<file path="src/rtl/alu_pkg.sv">
// Shared opcode/dtype constants and FSM state encoding for alu_multicycle.
// Latency: n/a (declarations only).
// Backpressure: n/a.
package alu_pkg;

  localparam logic [4:0] OP_ADD = 5'h01;
  localparam logic [4:0] OP_SUB = 5'h02;
  localparam logic [4:0] OP_MUL = 5'h04;
  localparam logic [4:0] OP_DIV = 5'h08;

  localparam logic [3:0] DT_UNS = 4'h1;
  localparam logic [3:0] DT_SGN = 4'h2;

  typedef enum logic [1:0] {
    ST_IDLE,
    ST_ITER,
    ST_FIX,
    ST_DONE
  } state_t;

  function automatic logic dtype_ok(input logic [3:0] dt);
    return (dt == DT_UNS) || (dt == DT_SGN);
  endfunction

endpackage

</file>
<file path="src/rtl/alu_multicycle_if.sv">
// Request/response bundle between a requester and alu_multicycle.
// Latency: n/a (wires only).
// Backpressure: requester must watch busy; start is ignored while busy.
interface alu_multicycle_if #(parameter int W = 16);
  logic           start;
  logic [3:0]     dtype;
  logic [4:0]     op;
  logic [W-1:0]   src1;
  logic [W-1:0]   src2;
  logic           busy;
  logic           done;
  logic [2*W-1:0] result;
  logic           err;
  logic           dz;

  modport master (
    output start, dtype, op, src1, src2,
    input  busy, done, result, err, dz
  );

  modport slave (
    input  start, dtype, op, src1, src2,
    output busy, done, result, err, dz
  );
endinterface

</file>
<file path="src/rtl/alu_iter_core.sv">
// Iterative magnitude datapath: shift-add multiply, restoring divide (ALU_MULTICYCLE_DIV_EN).
// Latency: exactly W step cycles after load; last is high on the final step cycle.
// Backpressure: none; the FSM owns load/step and never stalls mid-iteration.
module alu_iter_core #(parameter int W = 16) (
  input  logic           clk,
  input  logic           rst,
  input  logic           load,
  input  logic           step,
  input  logic           is_div,
  input  logic [W-1:0]   a,
  input  logic [W-1:0]   b,
  output logic [2*W-1:0] res,
  output logic           last
);

  localparam int CW = $clog2(W);

  // hi:lo is the product (mul) or remainder:quotient (div); mcand is multiplicand/divisor
  logic [CW-1:0] cnt;
  logic [W-1:0]  hi, lo, mcand;
  logic [W-1:0]  hi_nxt, lo_nxt;
  logic [W:0]    mul_sum;
`ifdef ALU_MULTICYCLE_DIV_EN
  logic [W:0]    div_shift;
  logic [W:0]    div_diff;
`else
  logic          unused_is_div;
  assign unused_is_div = is_div;
`endif

  // one shift-add (mul) or shift-subtract-restore (div) step
  always_comb begin
    mul_sum = {1'b0, hi} + (lo[0] ? {1'b0, mcand} : '0);
    hi_nxt  = mul_sum[W:1];
    lo_nxt  = {mul_sum[0], lo[W-1:1]};
`ifdef ALU_MULTICYCLE_DIV_EN
    div_shift = {hi, lo[W-1]};
    div_diff  = div_shift - {1'b0, mcand};
    if (is_div) begin
      // remainder stays below the divisor, so a clear borrow bit means "fits"
      if (!div_diff[W]) begin
        hi_nxt = div_diff[W-1:0];
        lo_nxt = {lo[W-2:0], 1'b1};
      end else begin
        hi_nxt = div_shift[W-1:0];
        lo_nxt = {lo[W-2:0], 1'b0};
      end
    end
`endif
  end

  // operands load on accept, then one step per ITER cycle
  always_ff @(posedge clk or posedge rst) begin
    if (rst) begin
      hi    <= '0;
      lo    <= '0;
      mcand <= '0;
      cnt   <= '0;
    end else if (load) begin
      hi    <= '0;
      lo    <= a;
      mcand <= b;
      cnt   <= '0;
    end else if (step) begin
      hi    <= hi_nxt;
      lo    <= lo_nxt;
      cnt   <= cnt + CW'(1);
    end
  end

  assign last = (cnt == CW'(W - 1));
  assign res  = {hi, lo};

endmodule

</file>
<file path="src/rtl/alu_multicycle.sv">
// Multi-cycle ALU (add/sub/mul, div when ALU_MULTICYCLE_DIV_EN is defined), W-bit operands, 2W result.
// Latency: add/sub/illegal done 1 cycle after accept; mul/div done W+2 cycles after accept.
// Backpressure: one request at a time; start is only sampled in IDLE (busy low).
module alu_multicycle
  import alu_pkg::*;
#(
  parameter int W = 16
) (
  input  logic             clk,
  input  logic             rst,
  alu_multicycle_if.slave  bus
);

  state_t         state, state_nxt;
  logic           accept, legal, is_iter, iter_last, sgn;
  logic [2*W-1:0] ext1, ext2, addsub;
  logic [W-1:0]   mag1, mag2;
  logic [2*W-1:0] core_res, fix_val, result_q;
  logic           err_q;
  logic           l_neg;
`ifdef ALU_MULTICYCLE_DIV_EN
  logic           l_div, l_rneg, l_dz, dz_q;
  logic [W-1:0]   l_src1, quot, rem;
`endif

  assign accept = (state == ST_IDLE) && bus.start;
  assign sgn    = (bus.dtype == DT_SGN);

  // request decode: which ops take the iterative path, and whether the request is legal
  always_comb begin
    is_iter = (bus.op == OP_MUL);
`ifdef ALU_MULTICYCLE_DIV_EN
    is_iter = is_iter || (bus.op == OP_DIV);
`endif
    legal = dtype_ok(bus.dtype) && ((bus.op == OP_ADD) || (bus.op == OP_SUB) || is_iter);
  end

  // single-cycle add/sub on extended operands, plus magnitudes for the iterative core
  always_comb begin
    ext1   = sgn ? {{W{bus.src1[W-1]}}, bus.src1} : {{W{1'b0}}, bus.src1};
    ext2   = sgn ? {{W{bus.src2[W-1]}}, bus.src2} : {{W{1'b0}}, bus.src2};
    addsub = (bus.op == OP_SUB) ? (ext1 - ext2) : (ext1 + ext2);
    mag1   = (sgn && bus.src1[W-1]) ? -bus.src1 : bus.src1;
    mag2   = (sgn && bus.src2[W-1]) ? -bus.src2 : bus.src2;
  end

  // state register
  always_ff @(posedge clk or posedge rst) begin
    if (rst) state <= ST_IDLE;
    else     state <= state_nxt;
  end

  // next-state: add/sub/illegal go straight to DONE, mul/div iterate W cycles then fix signs
  always_comb begin
    state_nxt = state;
    case (state)
      ST_IDLE: if (bus.start) state_nxt = (legal && is_iter) ? ST_ITER : ST_DONE;
      ST_ITER: if (iter_last) state_nxt = ST_FIX;
      ST_FIX:  state_nxt = ST_DONE;
      ST_DONE: state_nxt = ST_IDLE;
      default: state_nxt = ST_IDLE;
    endcase
  end

  // sign/divide bookkeeping captured at accept for the FIX stage
  always_ff @(posedge clk or posedge rst) begin
    if (rst) begin
      l_neg  <= 1'b0;
`ifdef ALU_MULTICYCLE_DIV_EN
      l_div  <= 1'b0;
      l_rneg <= 1'b0;
      l_dz   <= 1'b0;
      l_src1 <= '0;
`endif
    end else if (accept) begin
      l_neg  <= sgn && (bus.src1[W-1] ^ bus.src2[W-1]);
`ifdef ALU_MULTICYCLE_DIV_EN
      l_div  <= (bus.op == OP_DIV);
      l_rneg <= sgn && bus.src1[W-1];
      l_dz   <= (bus.src2 == '0);
      l_src1 <= bus.src1;
`endif
    end
  end

  alu_iter_core #(.W(W)) u_iter (
    .clk    (clk),
    .rst    (rst),
    .load   (accept && legal && is_iter),
    .step   (state == ST_ITER),
`ifdef ALU_MULTICYCLE_DIV_EN
    .is_div (l_div),
`else
    .is_div (1'b0),
`endif
    .a      (mag1),
    .b      (mag2),
    .res    (core_res),
    .last   (iter_last)
  );

  // FIX stage: reapply signs to the magnitude result; divide-by-zero overrides the divider output
  always_comb begin
    fix_val = l_neg ? -core_res : core_res;
`ifdef ALU_MULTICYCLE_DIV_EN
    quot = core_res[W-1:0];
    rem  = core_res[2*W-1:W];
    if (l_div) begin
      if (l_dz) fix_val = {{W{1'b1}}, l_src1};
      else      fix_val = {(l_neg ? -quot : quot), (l_rneg ? -rem : rem)};
    end
`endif
  end

  // result/err: cleared or loaded at accept, iterative results land on entry to DONE
  always_ff @(posedge clk or posedge rst) begin
    if (rst) begin
      result_q <= '0;
      err_q    <= 1'b0;
    end else if (accept) begin
      err_q <= !legal;
      if (!legal)        result_q <= '0;
      else if (!is_iter) result_q <= addsub;
    end else if (state == ST_FIX) begin
      result_q <= fix_val;
    end
  end

`ifdef ALU_MULTICYCLE_DIV_EN
  // dz: cleared at accept, raised alongside a divide-by-zero result
  always_ff @(posedge clk or posedge rst) begin
    if (rst)                  dz_q <= 1'b0;
    else if (accept)          dz_q <= 1'b0;
    else if (state == ST_FIX) dz_q <= l_div && l_dz;
  end
  assign bus.dz = dz_q;
`else
  assign bus.dz = 1'b0;
`endif

  assign bus.busy   = (state != ST_IDLE);
  assign bus.done   = (state == ST_DONE);
  assign bus.result = result_q;
  assign bus.err    = err_q;

endmodule

</file>
<file path="src/flat_wrapper.sv">
// flat-port wrapper written by rule: the top's interface ports become plain ports
module alu_multicycle_flat import alu_pkg::*;
#(
  parameter int W = 16
)
  (clk, rst, bus_start, bus_dtype, bus_op, bus_src1, bus_src2, bus_busy, bus_done, bus_result, bus_err, bus_dz);
  alu_multicycle_if #(.W(W)) bus_i ();
  input  logic clk;
  input  logic rst;
  input wire logic [$bits(bus_i.start)-1:0] bus_start;
  input wire logic [$bits(bus_i.dtype)-1:0] bus_dtype;
  input wire logic [$bits(bus_i.op)-1:0] bus_op;
  input wire logic [$bits(bus_i.src1)-1:0] bus_src1;
  input wire logic [$bits(bus_i.src2)-1:0] bus_src2;
  output wire logic [$bits(bus_i.busy)-1:0] bus_busy;
  output wire logic [$bits(bus_i.done)-1:0] bus_done;
  output wire logic [$bits(bus_i.result)-1:0] bus_result;
  output wire logic [$bits(bus_i.err)-1:0] bus_err;
  output wire logic [$bits(bus_i.dz)-1:0] bus_dz;
  assign bus_i.start = bus_start;
  assign bus_i.dtype = bus_dtype;
  assign bus_i.op = bus_op;
  assign bus_i.src1 = bus_src1;
  assign bus_i.src2 = bus_src2;
  assign bus_busy = bus_i.busy;
  assign bus_done = bus_i.done;
  assign bus_result = bus_i.result;
  assign bus_err = bus_i.err;
  assign bus_dz = bus_i.dz;
  alu_multicycle #(.W(W)) u_core (.clk(clk), .rst(rst), .bus(bus_i));
endmodule
</file>
<file path="config.mk">
export PLATFORM = sky130hd
export DESIGN_NAME = alu_multicycle_flat
export DESIGN_NICKNAME = d
export VERILOG_FILES = /design/src/rtl/alu_pkg.sv /design/src/rtl/alu_multicycle_if.sv /design/src/rtl/alu_iter_core.sv /design/src/rtl/alu_multicycle.sv /design/src/flat_wrapper.sv
export SDC_FILE = /design/constraint.sdc
export NUM_CORES = 1
export LEC_CHECK = 0
export BUFFER_PORTS_ARGS = -buffer_cell sky130_fd_sc_hd__clkbuf_2
export CAP_MARGIN = 20
export CORE_AREA = 2 2 121 123
export DETAILED_ROUTE_END_ITERATION = 10
export DIE_AREA = 0 0 123 125
export PLACE_DENSITY = 0.78
export SLEW_MARGIN = 20
export SYNTH_ARGS = -nofsm -noshare
export SYNTH_HDL_FRONTEND = slang
export SYNTH_SLANG_ARGS = --single-unit
</file>
<file path="constraint.sdc">
create_clock -name clk -period 3.18 [get_ports clk]
set_input_delay 0.636 -clock clk [delete_from_list [all_inputs] [get_ports clk]]
set_output_delay 0.636 -clock clk [all_outputs]
set_load 0.01 [all_outputs]
</file>
==> impl_metrics.yaml <==
status:
  outcome: "finished with violations"
  violations: "negative setup slack"
global_routing:
  track_usage_pct: 31.19
  grt_pass1_wl_mm: 37.62
  grt_max_degree: 51
  antenna_found_initial: 0
  grt_pass1_vias: 7438
  grt_overflow: 0
setup_path:
  r2r_end: "u_core.u_iter.hi[14]"
  path_depth: 21
  cp_common_cell: "a21o_1"
  ff2ff_path_depth: 12
  worstPathRequired_ns: 3.41
  startpoint_type: "input pin"
  rr_startpoint: "u_core.u_iter.lo[0]"
  critPathKind: "input pin to register"
  arrival_ns: 4.67
  crit_start: "bus_src2[1]"
  cp_top_family: "simple AND/OR/NAND/NOR gates"
  r2r_setup_slack_ns: 0.12
  timing.critical_path.buf_inv: 3
  slowest_delay_ns: 0.50
  crit_fanout: 3
  slowest_stage: "or4b_4"
  path_cells: "clkbuf_16 -> inv_12 -> ha_4 -> nand2_2 -> or4b_4 -> or3_4 -> or2_1 -> nor2_2 -> nor3_2 -> a21oi_1 -> ha_1 -> a21o_1 -> a21o_1 -> a21o_1 -> a221o_1 -> a31oi_4 -> buf_6 -> o21ai_4 -> nand3_2 -> a211oi_2 -> or3b_1"
  crit_end: "u_core.bus.result[31]"
  endpoint_kind: "register"
timing:
  fmax_ghz: 0.2253
  period_needed_ns: 4.439
  hold_viol: 0
  relSlewSlack_pct: 54.85
  fin_crit_sh_pct: 139.6
  slew_viol_final: 0
  worst_hold_slack_ns: 0.3138
  setup_viol: 22
  worst_pin_slew_ns: 0.6772
  rsz0062_at_grt: "true"
  worst_slack_ns: -1.259
  skew_ns: 0.006591
synthesis:
  ys_seq_area_share_pct: 28.78
  synth_mux_area_share_pct: 4.317
  synthCells: 922
  synth_compound_area_share_pct: 21.68
  yosysTopAreaCell: "dfrtp_1"
  synth_warnings: 0
  yosysMostFrequentCell: "nand2_1"
  synth.distinct_cells: 74
  synth_top_area_share_pct: 28.78
  synth-adder-area-share_pct: 9.681
  synthSimpleGateAreaFrac_pct: 19.00
  synth_area_sq_um: 7651
  synth_top_family_by_area: "compound AO/OA/AOI/OAI gates"
  synth_edf_count: 0
  synth_common_cells: "nand2_1 (106), nor2_1 (91), dfrtp_1 (88), o21ai_0 (80), xnor2_1 (69)"
  syn-num-nets: 1024
  synth-async-reset-ratio_pct: 100.0
  ys_seq_elements: 88
  synth_ff_type: "dfrtp_1"
  synth.top_cells.by_area: "dfrtp_1 (29%), ha_1 (9.2%), xnor2_1 (7.9%)"
  avgSynthCellArea_sq_um: 8.298
  synth-xor-area-share_pct: 13.16
clock_tree:
  h-tree-depth: 3
  numCtsBuffers: 9
  clock_path_buffers: 2
  clockRootBuffer: "clkbuf_16"
  cts-hold-fix-buffers: 0
  insertion_delay_ns: 0.35
  cts_tree: "built"
  clk_pin_slew_ns: 0.06
  cts_num_sinks: 88
job:
  maxCapViolCount: 0
final_layout:
  drive_gt1_share_pct: 31.65
  fin_nets: 1244
  n_antenna_cell: 0
  fin_cells: 1331
  final_util_pct: 72.44
  area_growth_pct: 34.47
  nFillCells: 966
floorplan:
  dieArea_sq_um: 15380
  initial_core_util_pct: 53.87
  core_sq_um: 14200
  io_pins: 80
  rows: 44
  die_y_um: 125
  die_w_um: 123
placement:
  placed_cells: 1294
  place_congestion: 0.9836
  hpwl_mm: 17.66
  io_buffers: 78
detailed_routing:
  wl_per_cell_um: 19.01
  ant_nets: 0
  drt_pass1_iterations: 6
  drt_iter0_markers: 831
  drc_errors: 0
  wirelength_mm: 25.30
  route.vias.total: 8017
  viasPerCell: 6.023
power:
  p_per_area_nw_per_um2: 612.3
  p_leak_nw: 4.661
  vdd_drop_max_mv: 0.3441
worst_hold_path:
  hold_path_class: "input pin to async pin"
==> cell usage in the layout, fill, tap and decap left out, drive strengths merged, types with 6 or more instances in the layout <==
cell	n
inv	24
ha	56
nand2	107
a21oi	61
and2	20
clkbuf	92
buf	171
a221oi	10
a31oi	8
nor2b	7
nor4	6
a22oi	10
nand2b	7
a21o	19
o41ai	7
xor2	46
nor3	16
or3	8
a211oi	7
nor2	91
nand3	9
mux2i	33
o21ai	88
dfrtp	88
xnor2	69
o21bai	9
o31ai	14
==> cells by family (layout without fill, tap and decap cells) <==
kind of cell | Yosys count | in the layout
simple gates | 301 | 301
mux | 33 | 33
fa+ha+maj | 58 | 58
other cells | 1 | 1
xor+xnor | 115 | 115
buf+inv | 66 | 291
flops | 88 | 88
compound gates | 260 | 260
==> timing repair <==
item                       in CTS  in global routing
setup endpoints to repair      23                 30
gates resized for setup        50                 65
pin swaps                      31                 63
buffers inserted               10                 15
==> per-layer routing <==
| layer | vias to the layer above | part of all wire [%] | track usage, % | wire [um] |
|---|---|---|---|---|
| met1 | 3807 | 41 | 42.79 | 10470 |
| met4 | 0 | 4.1 | 12.43 | 1029 |
| li1 | 3729 | - | - | - |
| met2 | 392 | 47 | 48.10 | 11790 |
| met3 | 89 | 7.9 | 6.524 | 2011 |
| met5 | - | 0 | 0 | 0 |
==> worst min-delay path by stage <==
stage / start / end / slack (ns) / cells past startpoint
finish: rst / u_core.bus.result[5] / 0.31 / 2
global route: rst / u_core.bus.result[5] / 0.38 / 2
CTS: rst / u_core.bus.result[5] / 0.34 / 2
detailed placement: u_core.u_iter.mcand[11] / u_core.u_iter.mcand[11] / 0.46 / 2
global placement: u_core.u_iter.mcand[9] / u_core.u_iter.mcand[9] / 0.46 / 2
floorplan: u_core.u_iter.mcand[0] / u_core.u_iter.mcand[0] / 0.44 / 2
==> per-stage QoR <==
| stage | worst slack (ns) | power (mW) | TNS, ns | instance area, sq um |
|---|---|---|---|---|
| detailed placement | -1.404 | 4.919 | -25.33 | 9348 |
| CTS | -0.9872 | 6.086 | -14.51 | 9942 |
| global route | -1.417 | 6.673 | -23.44 | 10290 |
| floorplan | -1.170 | 3.830 | -12.86 | 7739 |
| finish | -1.259 | 6.300 | -20.06 | 10290 |
| global placement | -1.384 | 4.814 | -24.25 | 9348 |
==> worst reg2reg max path, cell delays in order (launching register included) <==
cell	delay, ns
dfrtp_1	0.43
buf_4	0.21
and2_1	0.15
ha_1	0.32
a21o_1	0.23
a211oi_2	0.33
o211ai_1	0.16
a31o_2	0.29
a41o_1	0.25
a21o_1	0.18
xor2_1	0.14
mux2i_1	0.17
nor2_1	0.06
==> registers in the layout, indices dropped and copies added, names as in the netlist <==
register	flops
u_core.u_iter.lo	16
u_core.state	2
u_core.bus.result	32
u_core.u_iter.hi	16
u_core.u_iter.cnt	4
u_core.l_neg	1
u_core.u_iter.mcand	16
u_core.bus.err	1
==> power by group <==
part / leakage (nW) / switching [mW] / total, mW / internal (mW)
combinational: 3.52 / 1.83 / 3.25 / 1.42
clock: 0.141 / 0.444 / 1.08 / 0.634
sequential: 0.999 / 0.435 / 1.97 / 1.53
==> cell type report <==
type | count | area (sq um) | share of cell area (%)
multi-input cells | 768 | 5665 | 55.07
flip-flops and latches | 88 | 2202 | 21.40
repair buffers | 249 | 1774 | 17.24
clock buffers | 14 | 254.0 | 2.469
well taps | 184 | 230.2 | 2.238
inverters | 26 | 123.9 | 1.204
clock inverters | 2 | 38.79 | 0.3770
Power figures use the tool's default switching activity.
